File: src/rtl/inst_rom_arb_pkg.sv
// Shared constants and types for the instruction ROM arbiter.
// Exports: ADDR_W/INST_W (32), STARVE_W (counter width), REQ_FETCH/REQ_DBG
// requester indices, ZERO_WORD, addr_t/inst_t and a misalignment helper.
package inst_rom_arb_pkg;

  localparam int ADDR_W    = 32;
  localparam int INST_W    = 32;
  localparam int STARVE_W  = 4;

  localparam int REQ_FETCH = 0;
  localparam int REQ_DBG   = 1;

  typedef logic [ADDR_W-1:0] addr_t;
  typedef logic [INST_W-1:0] inst_t;

  localparam inst_t ZERO_WORD = '0;

  // Word accesses only: any nonzero byte offset is a misaligned fetch.
  function automatic logic misaligned(input addr_t a);
    return a[1:0] != 2'b00;
  endfunction

endpackage

File: src/rtl/inst_rom_arb_starve.sv
// Saturating starvation counter for the debug requester.
// Ports: clk, rst (sync, active-high), dbg_req, dbg_gnt in; force_dbg out,
// high while the count has reached STARVE_LIMIT (debug must win this cycle).
module inst_rom_arb_starve
  import inst_rom_arb_pkg::*;
#(
  parameter int STARVE_LIMIT = 4
) (
  input  logic clk,
  input  logic rst,
  input  logic dbg_req,
  input  logic dbg_gnt,
  output logic force_dbg
);

  localparam logic [STARVE_W-1:0] LIMIT = STARVE_W'(STARVE_LIMIT);

  logic [STARVE_W-1:0] cnt;

  // Counts consecutive cycles a pending debug request lost; any win or
  // idle cycle restarts the count.
  always_ff @(posedge clk) begin
    if (rst) begin
      cnt <= '0;
    end else if (!dbg_req || dbg_gnt) begin
      cnt <= '0;
    end else if (cnt != LIMIT) begin
      cnt <= cnt + 1'b1;
    end
  end

  assign force_dbg = (cnt == LIMIT);

endmodule

File: src/rtl/inst_rom_arb.sv
// Two-requester arbiter (fetch priority, debug starvation override) in front
// of a single-port instruction ROM; read data/valid registered, latency 1.
// Ports: clk, rst (sync, active-high); fetch_* and dbg_* req/addr/gnt/valid/
// data/err per requester; rom_ce/rom_addr out, rom_inst in (combinational).
// Optional: define INST_ROM_ARB_ALIGN_CHK_EN to flag misaligned addresses
// (no ROM access, valid with err=1 and zero data).
module inst_rom_arb
  import inst_rom_arb_pkg::*;
#(
  parameter int STARVE_LIMIT = 4
) (
  input  logic              clk,
  input  logic              rst,
  input  logic              fetch_req,
  input  logic [ADDR_W-1:0] fetch_addr,
  output logic              fetch_gnt,
  output logic              fetch_valid,
  output logic [INST_W-1:0] fetch_inst,
  output logic              fetch_err,
  input  logic              dbg_req,
  input  logic [ADDR_W-1:0] dbg_addr,
  output logic              dbg_gnt,
  output logic              dbg_valid,
  output logic [INST_W-1:0] dbg_data,
  output logic              dbg_err,
  output logic              rom_ce,
  output logic [ADDR_W-1:0] rom_addr,
  input  logic [INST_W-1:0] rom_inst
);

  logic       force_dbg;
  logic       dbg_win;
  logic [1:0] gnt;
  addr_t      win_addr;
  inst_t      rd_word;

  inst_rom_arb_starve #(
    .STARVE_LIMIT (STARVE_LIMIT)
  ) u_starve (
    .clk       (clk),
    .rst       (rst),
    .dbg_req   (dbg_req),
    .dbg_gnt   (gnt[REQ_DBG]),
    .force_dbg (force_dbg)
  );

  // Debug wins when fetch is idle or debug has starved long enough.
  // Reset masks both grants so nothing is launched during reset.
  assign dbg_win        = dbg_req & (~fetch_req | force_dbg);
  assign gnt[REQ_DBG]   = ~rst & dbg_win;
  assign gnt[REQ_FETCH] = ~rst & fetch_req & ~dbg_win;

  assign fetch_gnt = gnt[REQ_FETCH];
  assign dbg_gnt   = gnt[REQ_DBG];

  always_comb begin
    win_addr = '0;
    if (gnt[REQ_DBG]) begin
      win_addr = dbg_addr;
    end else if (gnt[REQ_FETCH]) begin
      win_addr = fetch_addr;
    end
  end

  assign rom_addr = win_addr;

`ifdef INST_ROM_ARB_ALIGN_CHK_EN
  logic win_mis;

  // A misaligned winner still consumes the slot but never touches the ROM.
  assign win_mis = misaligned(win_addr);
  assign rom_ce  = (|gnt) & ~win_mis;
  assign rd_word = win_mis ? ZERO_WORD : rom_inst;

  always_ff @(posedge clk) begin
    if (rst) begin
      fetch_err <= 1'b0;
      dbg_err   <= 1'b0;
    end else begin
      fetch_err <= gnt[REQ_FETCH] & win_mis;
      dbg_err   <= gnt[REQ_DBG] & win_mis;
    end
  end
`else
  assign rom_ce    = |gnt;
  assign rd_word   = rom_inst;
  assign fetch_err = 1'b0;
  assign dbg_err   = 1'b0;
`endif

  // Winner captures the ROM word; loser holds its data and sees no valid.
  always_ff @(posedge clk) begin
    if (rst) begin
      fetch_valid <= 1'b0;
      dbg_valid   <= 1'b0;
      fetch_inst  <= ZERO_WORD;
      dbg_data    <= ZERO_WORD;
    end else begin
      fetch_valid <= gnt[REQ_FETCH];
      dbg_valid   <= gnt[REQ_DBG];
      if (gnt[REQ_FETCH]) fetch_inst <= rd_word;
      if (gnt[REQ_DBG])   dbg_data   <= rd_word;
    end
  end

endmodule

File: config.mk
export PLATFORM = sky130hd
export DESIGN_NAME = inst_rom_arb
export DESIGN_NICKNAME = d
export VERILOG_FILES = /design/src/rtl/inst_rom_arb_pkg.sv /design/src/rtl/inst_rom_arb_starve.sv /design/src/rtl/inst_rom_arb.sv
export SDC_FILE = /design/constraint.sdc
export NUM_CORES = 1
export LEC_CHECK = 0
export CORE_MARGIN = 3
export CORE_UTILIZATION = 38
export CTS_CLUSTER_DIAMETER = 80
export DETAILED_ROUTE_END_ITERATION = 10
export GPL_ROUTABILITY_DRIVEN = 0
export PLACE_DENSITY_LB_ADDON = 0.15
export REMOVE_ABC_BUFFERS = 1
export SKIP_LAST_GASP = 1
export SLEW_MARGIN = 15
export SYNTH_ARGS = -nofsm -noshare
export SYNTH_HDL_FRONTEND = slang
export SYNTH_SLANG_ARGS = --single-unit
File: constraint.sdc
create_clock -name clk -period 2.13 [get_ports clk]
set_input_delay 0.213 -clock clk [delete_from_list [all_inputs] [get_ports clk]]
set_output_delay 0.213 -clock clk [all_outputs]
set_load 0.03 [all_outputs]
==> impl_results.rst <==
.. list-table::
   :header-rows: 1

   * - Metric
     - Value
   * - Result of the run
     - finished, final reports clean
   * - Count of different cell masters after synthesis
     - 28
   * - Sequential cell area
     - 1400 um2
   * - Most area-hungry cell type in the Yosys netlist
     - sky130_fd_sc_hd__dfxtp_1
   * - Initial antenna violation count
     - 1
   * - TritonCTS sink count
     - 70
   * - Design area
     - between 5000 and 6000 um2
   * - Highest metal used
     - met5
   * - Multi-input logic area
     - approximately 1800 um2
   * - Critical path cell sequence
     - inv_1 -> ha_4 -> nand3b_4 -> a21oi_4 -> buf_12 -> clkbuf_16 -> a22o_1 -> buf_4
   * - Top flip-flop cell by instance count after synthesis
     - sky130_fd_sc_hd__dfxtp_1
   * - Final period utilization
     - approximately 96%
   * - Number of flops mapped to enable cells by yosys
     - 0
   * - Average via count per standard cell
     - 4.76
   * - Cell family contributing the most delay on the critical path
     - buffers and inverters
   * - Transition time at the pin with the least slew margin
     - between 600 and 700 ps
   * - Number of diodes
     - 0
   * - Maximum root-to-sink buffer count
     - 2
   * - Setup_tns
     - 0 ps
   * - CP Capture Type
     - output pin
   * - Slowest-stage cell, CP
     - sky130_fd_sc_hd__dfxtp_1
   * - Max_cap viols
     - 0
   * - Sequential cell area fraction in the yosys report
     - around two fifths
   * - Total design power
     - 3.62 mW
   * - Arrival @ worst endpoint
     - about 1800 ps
   * - Fmax
     - 0.489 GHz
   * - Leakage Power
     - ~2.3 nW
   * - Post-route core utilization
     - between 60% and 70%
   * - CP max FO
     - 8
   * - Cell types occupying the most area after synthesis
     - sky130_fd_sc_hd__dfxtp_1, sky130_fd_sc_hd__mux2_2, sky130_fd_sc_hd__mux2i_1
   * - Sum of overflow across all layers after global routing
     - 0
   * - Met3 wire length
     - 956 um
   * - Proportion of netlist area held by the largest area contributor
     - 41.3%
   * - Layout Nets
     - roughly 610
   * - Power density normalized to cell area
     - around 640 nW/um2
   * - Met2 Routed Length
     - just over 5000 um
   * - Initial core utilization
     - 40.3%
   * - Delay of the slowest cell on the worst path
     - around 360 ps
   * - Part of the total power dissipated in the clock network
     - roughly 34%
   * - Buf/Inv on CP
     - 4
   * - Total number of vias
     - ~3000
   * - Worst clock skew
     - 4.90 ps
   * - Via count of the first global-routing pass
     - roughly 3000
   * - Cell Area, Placed
     - 5350 um2
   * - Global-route wire length before repair
     - roughly 15000 um
   * - Sequential share of power
     - about two fifths
   * - Worst setup SP type
     - flip-flop
   * - Switching part of the total
     - approximately 28%
   * - Hpwl dp
     - roughly 7300 um
   * - Design internal power
     - approximately 2.6 mW
   * - Fillcell total
     - roughly 700
   * - Combinational share of power
     - 26.6%
   * - Pin count of the biggest net entering global routing
     - 85
   * - WL met1
     - 4050 um
   * - Number of setup violations in the final report
     - 0
   * - TritonCTS clock tree
     - done
   * - Per-instance average area after synthesis
     - 10.8 um2
   * - H-tree depth
     - 3
   * - Relative max-transition margin
     - 57.7%
   * - Worst min path class
     - primary input to flip-flop
   * - DRC violation count after routing
     - 0
   * - Row Count
     - 33
   * - Critical path required time
     - 1920 ps
   * - Fraction of layout cells with a size suffix above 1
     - 19.7%
   * - Summed instance area of the synthesized netlist
     - about 3400 um2
   * - Final hold violations
     - 0
   * - Synthesized flop and latch total
     - 70
   * - Num CTS Buffers
     - 9
   * - DRT antenna net count
     - 0
   * - Synth warn
     - 0
   * - Worst supply voltage drop on vdd
     - approximately 0.47 mV
   * - Worst Path Class, Setup
     - flip-flop to output pin
   * - Number of placed I/O pins
     - ~200
   * - Average wire per standard cell
     - between 15 and 20 um
   * - Cell at the root of the clock tree
     - sky130_fd_sc_hd__clkbuf_8
   * - Share of synthesized flip-flops with an asynchronous set or reset
     - 0%
   * - Worst reg-to-reg setup slack
     - 430 ps
   * - Vert. Die Dim
     - 100 um
   * - All-Layer GR Usage
     - a little under a fifth
   * - Die area
     - slightly above 10000 um2
   * - Area of the core region
     - 8420 um2
   * - Aggregate routed wire length
     - around 10000 um
   * - Slew Limit Fails
     - 0
   * - Net load switching power
     - about 1 mW
   * - Source-to-sink clock delay at the later pin of the worst-skew pair
     - between 300 and 400 ps
   * - Area growth from synthesis to layout
     - 67.5%
   * - Detailed-routing iteration count for the pre-antenna-repair pass
     - 4
   * - Width of the chip
     - 100 um
   * - Number of buffers added on ports
     - 200
   * - Min Tclk post-route
     - around 2000 ps
   * - Initial DRC Count
     - 57
   * - Count of mapped cells out of synthesis
     - 314
   * - Clock transition at path regs
     - around 80 ps
per-stage QoR:
step                hold slack, ps  std cells  setup WS, ps
floorplan                      305        289         -62.3
global placement               457        601           308
detailed placement             464        601           247
CTS                            340        617          16.9
global route                   375        622         -25.5
finish                         344        622          86.5
final timing paths:
check	start	end	depth (start not counted)
worst max-delay path	u_starve.cnt[1]	rom_addr[18]	8
worst min register to register	u_starve.cnt[0]	u_starve.cnt[0]	1
worst max register to register	u_starve.cnt[0]	fetch_inst[11]	7
worst min-delay path	rst	dbg_data[1]	3
metal layers:
metal	up-vias	GRT usage [%]
met1	1367	20.7
met2	110	32.4
met3	18	8.44
li1	1464	-
met4	2	5.49
met5	-	0
kinds of logic (layout without fill, tap and decap cells):
logic type / after synthesis / count (layout) / synth area share [%]
adders and majority gates: 2 / 2 / 0.738
muxes: 65 / 65 / 20.4
buffers and inverters: 31 / 233 / 6.31
and+or+nand+nor: 109 / 109 / 21.4
xor gates and xnor gates: 1 / 1 / 0.258
AOI/OAI and AO/OA: 35 / 35 / 9.45
DFF: 70 / 70 / 41.3
other: 1 / 2 / 0.111
what timing repair did:
action	in CTS	in global routing
endpoints found under the setup margin	4	32
pin swaps	0	3
gates cloned	0	3
hold endpoints to repair	0	0
buffers inserted	0	2
hold buffers	0	0
resized for setup	1	2
state kept, by name, indices dropped and copies added, names as in the netlist:
signal,count
fetch_valid,1
dbg_valid,1
dbg_data,32
fetch_inst,32
u_starve.cnt,4
power groups by stage:
stage | clock network (mW) | registers, mW | logic (mW)
after floorplan | 0 | 1.61 | 0.301
after global placement | 0 | 1.45 | 0.937
after detailed placement | 0 | 1.46 | 0.948
after CTS | 1.27 | 1.43 | 0.951
after global routing | 1.33 | 1.44 | 1.01
final | 1.23 | 1.43 | 0.962
final cells by class:
cell class	instances	area share [%]
flip-flops and latches	70	24.7
clock inverters	4	1.37
inverters	5	0.330
multi-input cells	214	31.5
clock buffers	12	2.73
repair buffers	212	37.0
well taps	105	2.31
layout by cell type (no fill, tap or decap), types with 11 or more instances in the layout:
cell type / Yosys / routed
sky130_fd_sc_hd__buf_4: 5 / 38
sky130_fd_sc_hd__a22o_1: 32 / 32
sky130_fd_sc_hd__clkbuf_8: 0 / 11
sky130_fd_sc_hd__or2b_1: 23 / 23
sky130_fd_sc_hd__mux2_2: 32 / 32
sky130_fd_sc_hd__dfxtp_1: 70 / 69
sky130_fd_sc_hd__nor2b_1: 32 / 32
sky130_fd_sc_hd__clkdlybuf4s50_1: 0 / 165
sky130_fd_sc_hd__mux2i_1: 33 / 33
sky130_fd_sc_hd__nand2b_1: 41 / 41
worst min-delay path, cell delays in order:
cell	delay [ps]
sky130_fd_sc_hd__buf_2	230
sky130_fd_sc_hd__or2b_1	140
sky130_fd_sc_hd__mux2i_1	50
synth_stat cells (3+ instances only):
cell type	n
sky130_fd_sc_hd__nor2b_1	32
sky130_fd_sc_hd__buf_6	3
sky130_fd_sc_hd__buf_4	5
sky130_fd_sc_hd__nor3_1	4
sky130_fd_sc_hd__a22o_1	32
sky130_fd_sc_hd__nand2b_1	41
sky130_fd_sc_hd__mux2_2	32
sky130_fd_sc_hd__buf_2	5
sky130_fd_sc_hd__mux2i_1	33
sky130_fd_sc_hd__inv_1	4
sky130_fd_sc_hd__dfxtp_1	70
sky130_fd_sc_hd__clkbuf_1	9
sky130_fd_sc_hd__or2b_1	23
sky130_fd_sc_hd__nor2_1	3
sky130_fd_sc_hd__buf_12	3
Note: power is estimated with default switching activity, not from simulation.
==> RTL edit 1 (config.mk and constraints unchanged) <==
`INST_W`: 32 -> 48. Comments in the files are not updated.
--- a/src/rtl/inst_rom_arb_pkg.sv
+++ b/src/rtl/inst_rom_arb_pkg.sv
@@ -4,7 +4,7 @@
 package inst_rom_arb_pkg;
 
   localparam int ADDR_W    = 32;
-  localparam int INST_W    = 32;
+  localparam int INST_W    = 48;
   localparam int STARVE_W  = 4;
 
   localparam int REQ_FETCH = 0;
Ports: changed (resized dbg_data, fetch_inst and rom_inst); port bits go from 203 to 251. The function was not compared with the original's and may differ.
==> RTL edit 1 against the unedited design <==
- via count is 33% higher
- die area is 35% higher
- wire length is 32% higher
- setup slack better by 0.011 ns
- final area is 32% higher
- sequential share of layout area is 2.5 points higher
- critical path type unchanged
- power is 41% higher
- first-iteration DRC count grew to 3.0 times the old value
- synthesized area is 37% higher
- sequential cell count is 32 higher
==> RTL edit 1: results (changes against the unedited design) <==
set qor(timing.critical_path.slowest_stage_cell) {sky130_fd_sc_hd__dfxtp_2} ;# was sky130_fd_sc_hd__dfxtp_1
set qor(yosys-top-cells-count) {sky130_fd_sc_hd__dfxtp_1 (102), sky130_fd_sc_hd__nand2b_1 (97), sky130_fd_sc_hd__mux2i_1 (49), sky130_fd_sc_hd__nor2b_1 (48), sky130_fd_sc_hd__mux2_2 (39)} ;# was sky130_fd_sc_hd__dfxtp_1 (70), sky130_fd_sc_hd__nand2b_1 (41), sky130_fd_sc_hd__mux2i_1 (33)
set qor(grt_pass1_vias) 4007 ;# was 2,990
set qor(crit_path_max_incr_delay_ns) 0.34 ;# was 0.36 ns
set qor(wirelength_um) 13500 ;# was 10,200 um
set qor(use_met2_pct) 30.6 ;# was 32.4%
set qor(fmax_ghz) 0.492 ;# was 0.489 GHz
set qor(grt_max_degree) 139 ;# was 85
set qor(placedInstanceArea_um2) 7120 ;# was 5350 um2
set qor(finalHoldWorstSlack_ns) 0.245 ;# was 0.344 ns
set qor(dr_total_vias) 3945 ;# was 2,961
set qor(clock_skew_ns) 0.00367 ;# was 0.00490 ns
set qor(cp.buffers_inverters) 3 ;# was 4
set qor(placed_cells_incl_taps) 800 ;# was 601
set qor(highest_metal_layer_used_by_the_detailed_router) {met4} ;# was met5
set qor(route.met2.wl_um) 6480 ;# was 5040 um
set qor(clk-power_mw) 1.76 ;# was 1.23 mW
set qor(critPathCapture) {rom_addr[16]} ;# was rom_addr[18]
set qor(status) {finished clean} ;# unchanged
set qor(buffer_ports.inserted) 248 ;# was 200
set qor(antenna_found_initial) 0 ;# was 1
set qor(timing.reg2reg.worst_path_depth) 6 ;# was 7
set qor(total_of_fill_cells_in_the_finished_design) 953 ;# was 699
set qor(worst-path-max-fanout) 33 ;# was 8
set qor(relative_contribution_of_sequential_cells_to_total_power_pct) 40.9 ;# was 39.4%
set qor(p_leak_nw) 3.00 ;# was 2.32 nW
set qor(intPower_mw) 3.75 ;# was 2.62 mW
set qor(crit-reg2reg-capture) {fetch_inst[41]$_SDFFE_PP0N_} ;# was fetch_inst[11]$_SDFFE_PP0N_
set qor(post_layout_nonfiller_instances) 816 ;# was 622
set qor(worst_setup_hold_path_clk_slew_ns) 0.06 ;# was 0.08 ns
set qor(met3_wirelength_um) 1220 ;# was 956 um
set qor(grt_pass1_wl_um) 20300 ;# was 15,000 um
set qor(finalNetCount) 787 ;# was 614
-- RTL edit 1: what timing repair did --
action                                  in CTS  in global routing
hold endpoints to repair                     0                  0
hold buffers                                 0                  0
endpoints found under the setup margin      32                 32
resized for setup                            4                  5
gates cloned                                 0                  1
-- RTL edit 1: cell families after synthesis --
kind of cell / count (synthesis) / share of synthesized area [%]
adders and majority gates: 2 / 0.538
other: 1 / 0.0807
and+or+nand+nor: 157 / 21.2
muxes: 97 / 22.2
buffers and inverters: 40 / 5.11
DFF: 102 / 43.9
AOI/OAI and AO/OA: 35 / 6.73
xor gates and xnor gates: 1 / 0.188
-- RTL edit 1: cell type report --
type,count,area (um2),share of cell area (%)
Timing Repair Buffer,257,2540,33.9
Multi-Input combinational cell,294,2400,32.0
Sequential cell,102,2040,27.2
Clock buffer,12,256,3.42
Tap cell,143,179,2.38
Clock inverter,3,67.6,0.900
Inverter,5,18.8,0.250
==> RTL edit 2 (same settings) <==
Made on the original files. Remove the register `dbg_valid`: a continuous assignment takes its place, so the output `dbg_valid` follows one clock earlier.
--- a/src/rtl/inst_rom_arb.sv
+++ b/src/rtl/inst_rom_arb.sv
@@ -92,16 +92,16 @@
   always_ff @(posedge clk) begin
     if (rst) begin
       fetch_valid <= 1'b0;
-      dbg_valid   <= 1'b0;
       fetch_inst  <= ZERO_WORD;
       dbg_data    <= ZERO_WORD;
     end else begin
       fetch_valid <= gnt[REQ_FETCH];
-      dbg_valid   <= gnt[REQ_DBG];
       if (gnt[REQ_FETCH]) fetch_inst <= rd_word;
       if (gnt[REQ_DBG])   dbg_data   <= rd_word;
     end
   end
 
+  assign dbg_valid = gnt[REQ_DBG];
+
 endmodule
 
Function: changed (a bounded check fails within 4 cycles, from zero or initial values and one cycle with rst high).
==> RTL edit 2 against the unedited design <==
- fmax is 0.43% higher
- setup slack better by 0.0088 ns
- final area is 3.1% higher
- via count increased by 0.34%
- cell count fell by 0.32%
- wire length rose by 2.6%
- sequential cell count fell by 1
- power is 7.9% higher
- synthesized area grew 1.6%
- critical path type unchanged
- highest routed layer is now met4
==> RTL edit 2: results (changes against the unedited design) <==
set qor(post-cts-setup-buffer-count) 0 ;# unchanged
set qor(drt-pass1-iter-count) 4 ;# unchanged
set qor(synth.area.top_cells) {sky130_fd_sc_hd__dfxtp_1 (40%), sky130_fd_sc_hd__mux2_4 (13%), sky130_fd_sc_hd__nand2b_1 (12%)} ;# was sky130_fd_sc_hd__dfxtp_1 (41%), sky130_fd_sc_hd__mux2_2 (11%), sky130_fd_sc_hd__mux2i_1 (9.7%)
set qor(dp_hpwl_um) 7670 ;# was 7340 um
set qor(finalNetCount) 609 ;# was 614
set qor(number_of_warnings_issued_by_yosys) 0 ;# unchanged
set qor(synth.avg_cell_area_um2) 11.0 ;# was 10.8 um2
set qor(grt_pass1_vias) 2997 ;# was 2,990
set qor(antenna_found_initial) 0 ;# was 1
set qor(netSwitchingFraction_pct) 26.3 ;# was 27.5%
set qor(synth.area.mux_share_pct) 23.2 ;# was 20.4%
set qor(total_of_fill_cells_in_the_finished_design) 689 ;# was 699
set qor(placed_cells_incl_taps) 603 ;# was 601
set qor(synth_compound_area_share_pct) 8.93 ;# was 9.45%
set qor(crit_path_max_incr_delay_ns) 0.34 ;# was 0.36 ns
set qor(detail_route.wl_per_cell_um) 16.9 ;# was 16.4 um
set qor(grt_max_degree) 94 ;# was 85
set qor(placedInstanceArea_um2) 5500 ;# was 5350 um2
set qor(via_per_inst) 4.79 ;# was 4.76
set qor(worst-path-max-fanout) 16 ;# was 8
set qor(yosysUniqueCellTypes) 27 ;# was 28
set qor(timing.critical_path.slowest_stage_cell) {sky130_fd_sc_hd__dfxtp_1} ;# unchanged
set qor(grt_pass1_wl_um) 15400 ;# was 15,000 um
set qor(post_cts_resized) 0 ;# was 1
set qor(synth_adder_area_share_pct) 0.726 ;# was 0.738%
set qor(clock_skew_ns) 0.0143 ;# was 0.00490 ns
set qor(drt_iter0_markers) 50 ;# was 57
set qor(seq_area_frac_synth_pct) 40.1 ;# was 41.3%
set qor(synthXorXnorAreaFrac_pct) 0.254 ;# was 0.258%
set qor(clock_latency_ns) 0.35
set qor(status) {finished clean} ;# unchanged
set qor(p_leak_nw) 2.46 ;# was 2.32 nW
set qor(peakVddDrop_uv) 419 ;# was 473 uV
set qor(layout-drive-gt1-share_pct) 20.3 ;# was 19.7%
set qor(coreArea_um2) 8760 ;# was 8420 um2
set qor(dr_total_vias) 2971 ;# was 2,961
set qor(groute.usage.overall_pct) 19.4 ;# was 18.7%
set qor(yosys-top-cells-count) {sky130_fd_sc_hd__dfxtp_1 (69), sky130_fd_sc_hd__nand2b_1 (64), sky130_fd_sc_hd__mux2i_1 (33), sky130_fd_sc_hd__a22o_1 (32), sky130_fd_sc_hd__mux2_4 (29)} ;# was sky130_fd_sc_hd__dfxtp_1 (70), sky130_fd_sc_hd__nand2b_1 (41), sky130_fd_sc_hd__mux2i_1 (33)
set qor(clock-root-buffer) {sky130_fd_sc_hd__clkbuf_8} ;# unchanged
set qor(cts.htree.levels) 3 ;# unchanged
[RTL edit 2: cell count changes after synthesis, moves of 4 or more]
cell,change
sky130_fd_sc_hd__buf_2,-4
sky130_fd_sc_hd__nand2b_1,+23
sky130_fd_sc_hd__buf_6,+6
sky130_fd_sc_hd__mux2_4,+29
sky130_fd_sc_hd__and2b_1,+6
sky130_fd_sc_hd__nor2b_1,-6
sky130_fd_sc_hd__or2b_1,-23
sky130_fd_sc_hd__mux2_2,-29
[RTL edit 2: kinds of logic after synthesis]
logic type / after synthesis
adders and majority gates: 2
AOI/OAI and AO/OA: 34
buffers and inverters: 31
other: 1
xor gates and xnor gates: 1
and+or+nand+nor: 109
muxes: 65
DFF: 69
[RTL edit 2: metrics by stage]
stage	TNS, ns	setup slack, ns
final	0	0.0953
after floorplan	-14.48	-0.453
after CTS	0	0.0141
after global placement	0	0.178
after detailed placement	0	0.144
after global routing	0	0.0160
[RTL edit 2: area by class of cell]
cell class	count	area, um2	share of cell area, %
clock buffer	11	151	2.59
clock inverter	5	129	2.20
inverter	5	18.8	0.321
multi-input combinational	213	1910	32.6
sequential	69	1380	23.6
tap	108	135	2.31
timing repair buffer	209	2130	36.4
[RTL edit 2: path summary, 6_finish.rpt]
check,endpoint,depth (start not counted),from,slack (ns)
setup / recovery,rom_addr[6],8,u_starve.cnt[0]$_SDFFE_PP0N_,0.1
hold / removal,dbg_data[12]$_SDFFE_PP0P_,3,rst,0.28
setup reg to reg,fetch_inst[10]$_SDFFE_PP0N_,6,u_starve.cnt[0]$_SDFFE_PP0N_,0.42
hold reg to reg,dbg_data[25]$_SDFFE_PP0P_,2,dbg_data[25]$_SDFFE_PP0P_,0.47
[RTL edit 2: power by group through the flow]
stage	registers, mW	logic, mW	clock network (mW)
global route	1.42	1.07	1.56
global placement	1.44	1.00	0
CTS	1.41	1.01	1.51
finish	1.41	1.02	1.48
floorplan	1.59	0.332	0
detailed placement	1.44	1.01	0
[RTL edit 2: layer usage]
layer  share of wire (%)  GRT usage (%)  vias up
li1                    -              -     1441
met1                  36           20.0     1388
met3                  12           8.68       14
met4                 2.2           7.46        0
met2                  50           34.2      128
met5                   0              0        -
[RTL edit 2: worst reg2reg max path: stages, from the launching register on]
cell and delay [ns]:
sky130_fd_sc_hd__dfxtp_1 0.34, sky130_fd_sc_hd__inv_1 0.10, sky130_fd_sc_hd__ha_4 0.16, sky130_fd_sc_hd__nand4b_1 0.15, sky130_fd_sc_hd__nand3b_4 0.12, sky130_fd_sc_hd__buf_4 0.35
sky130_fd_sc_hd__mux2_2 0.39
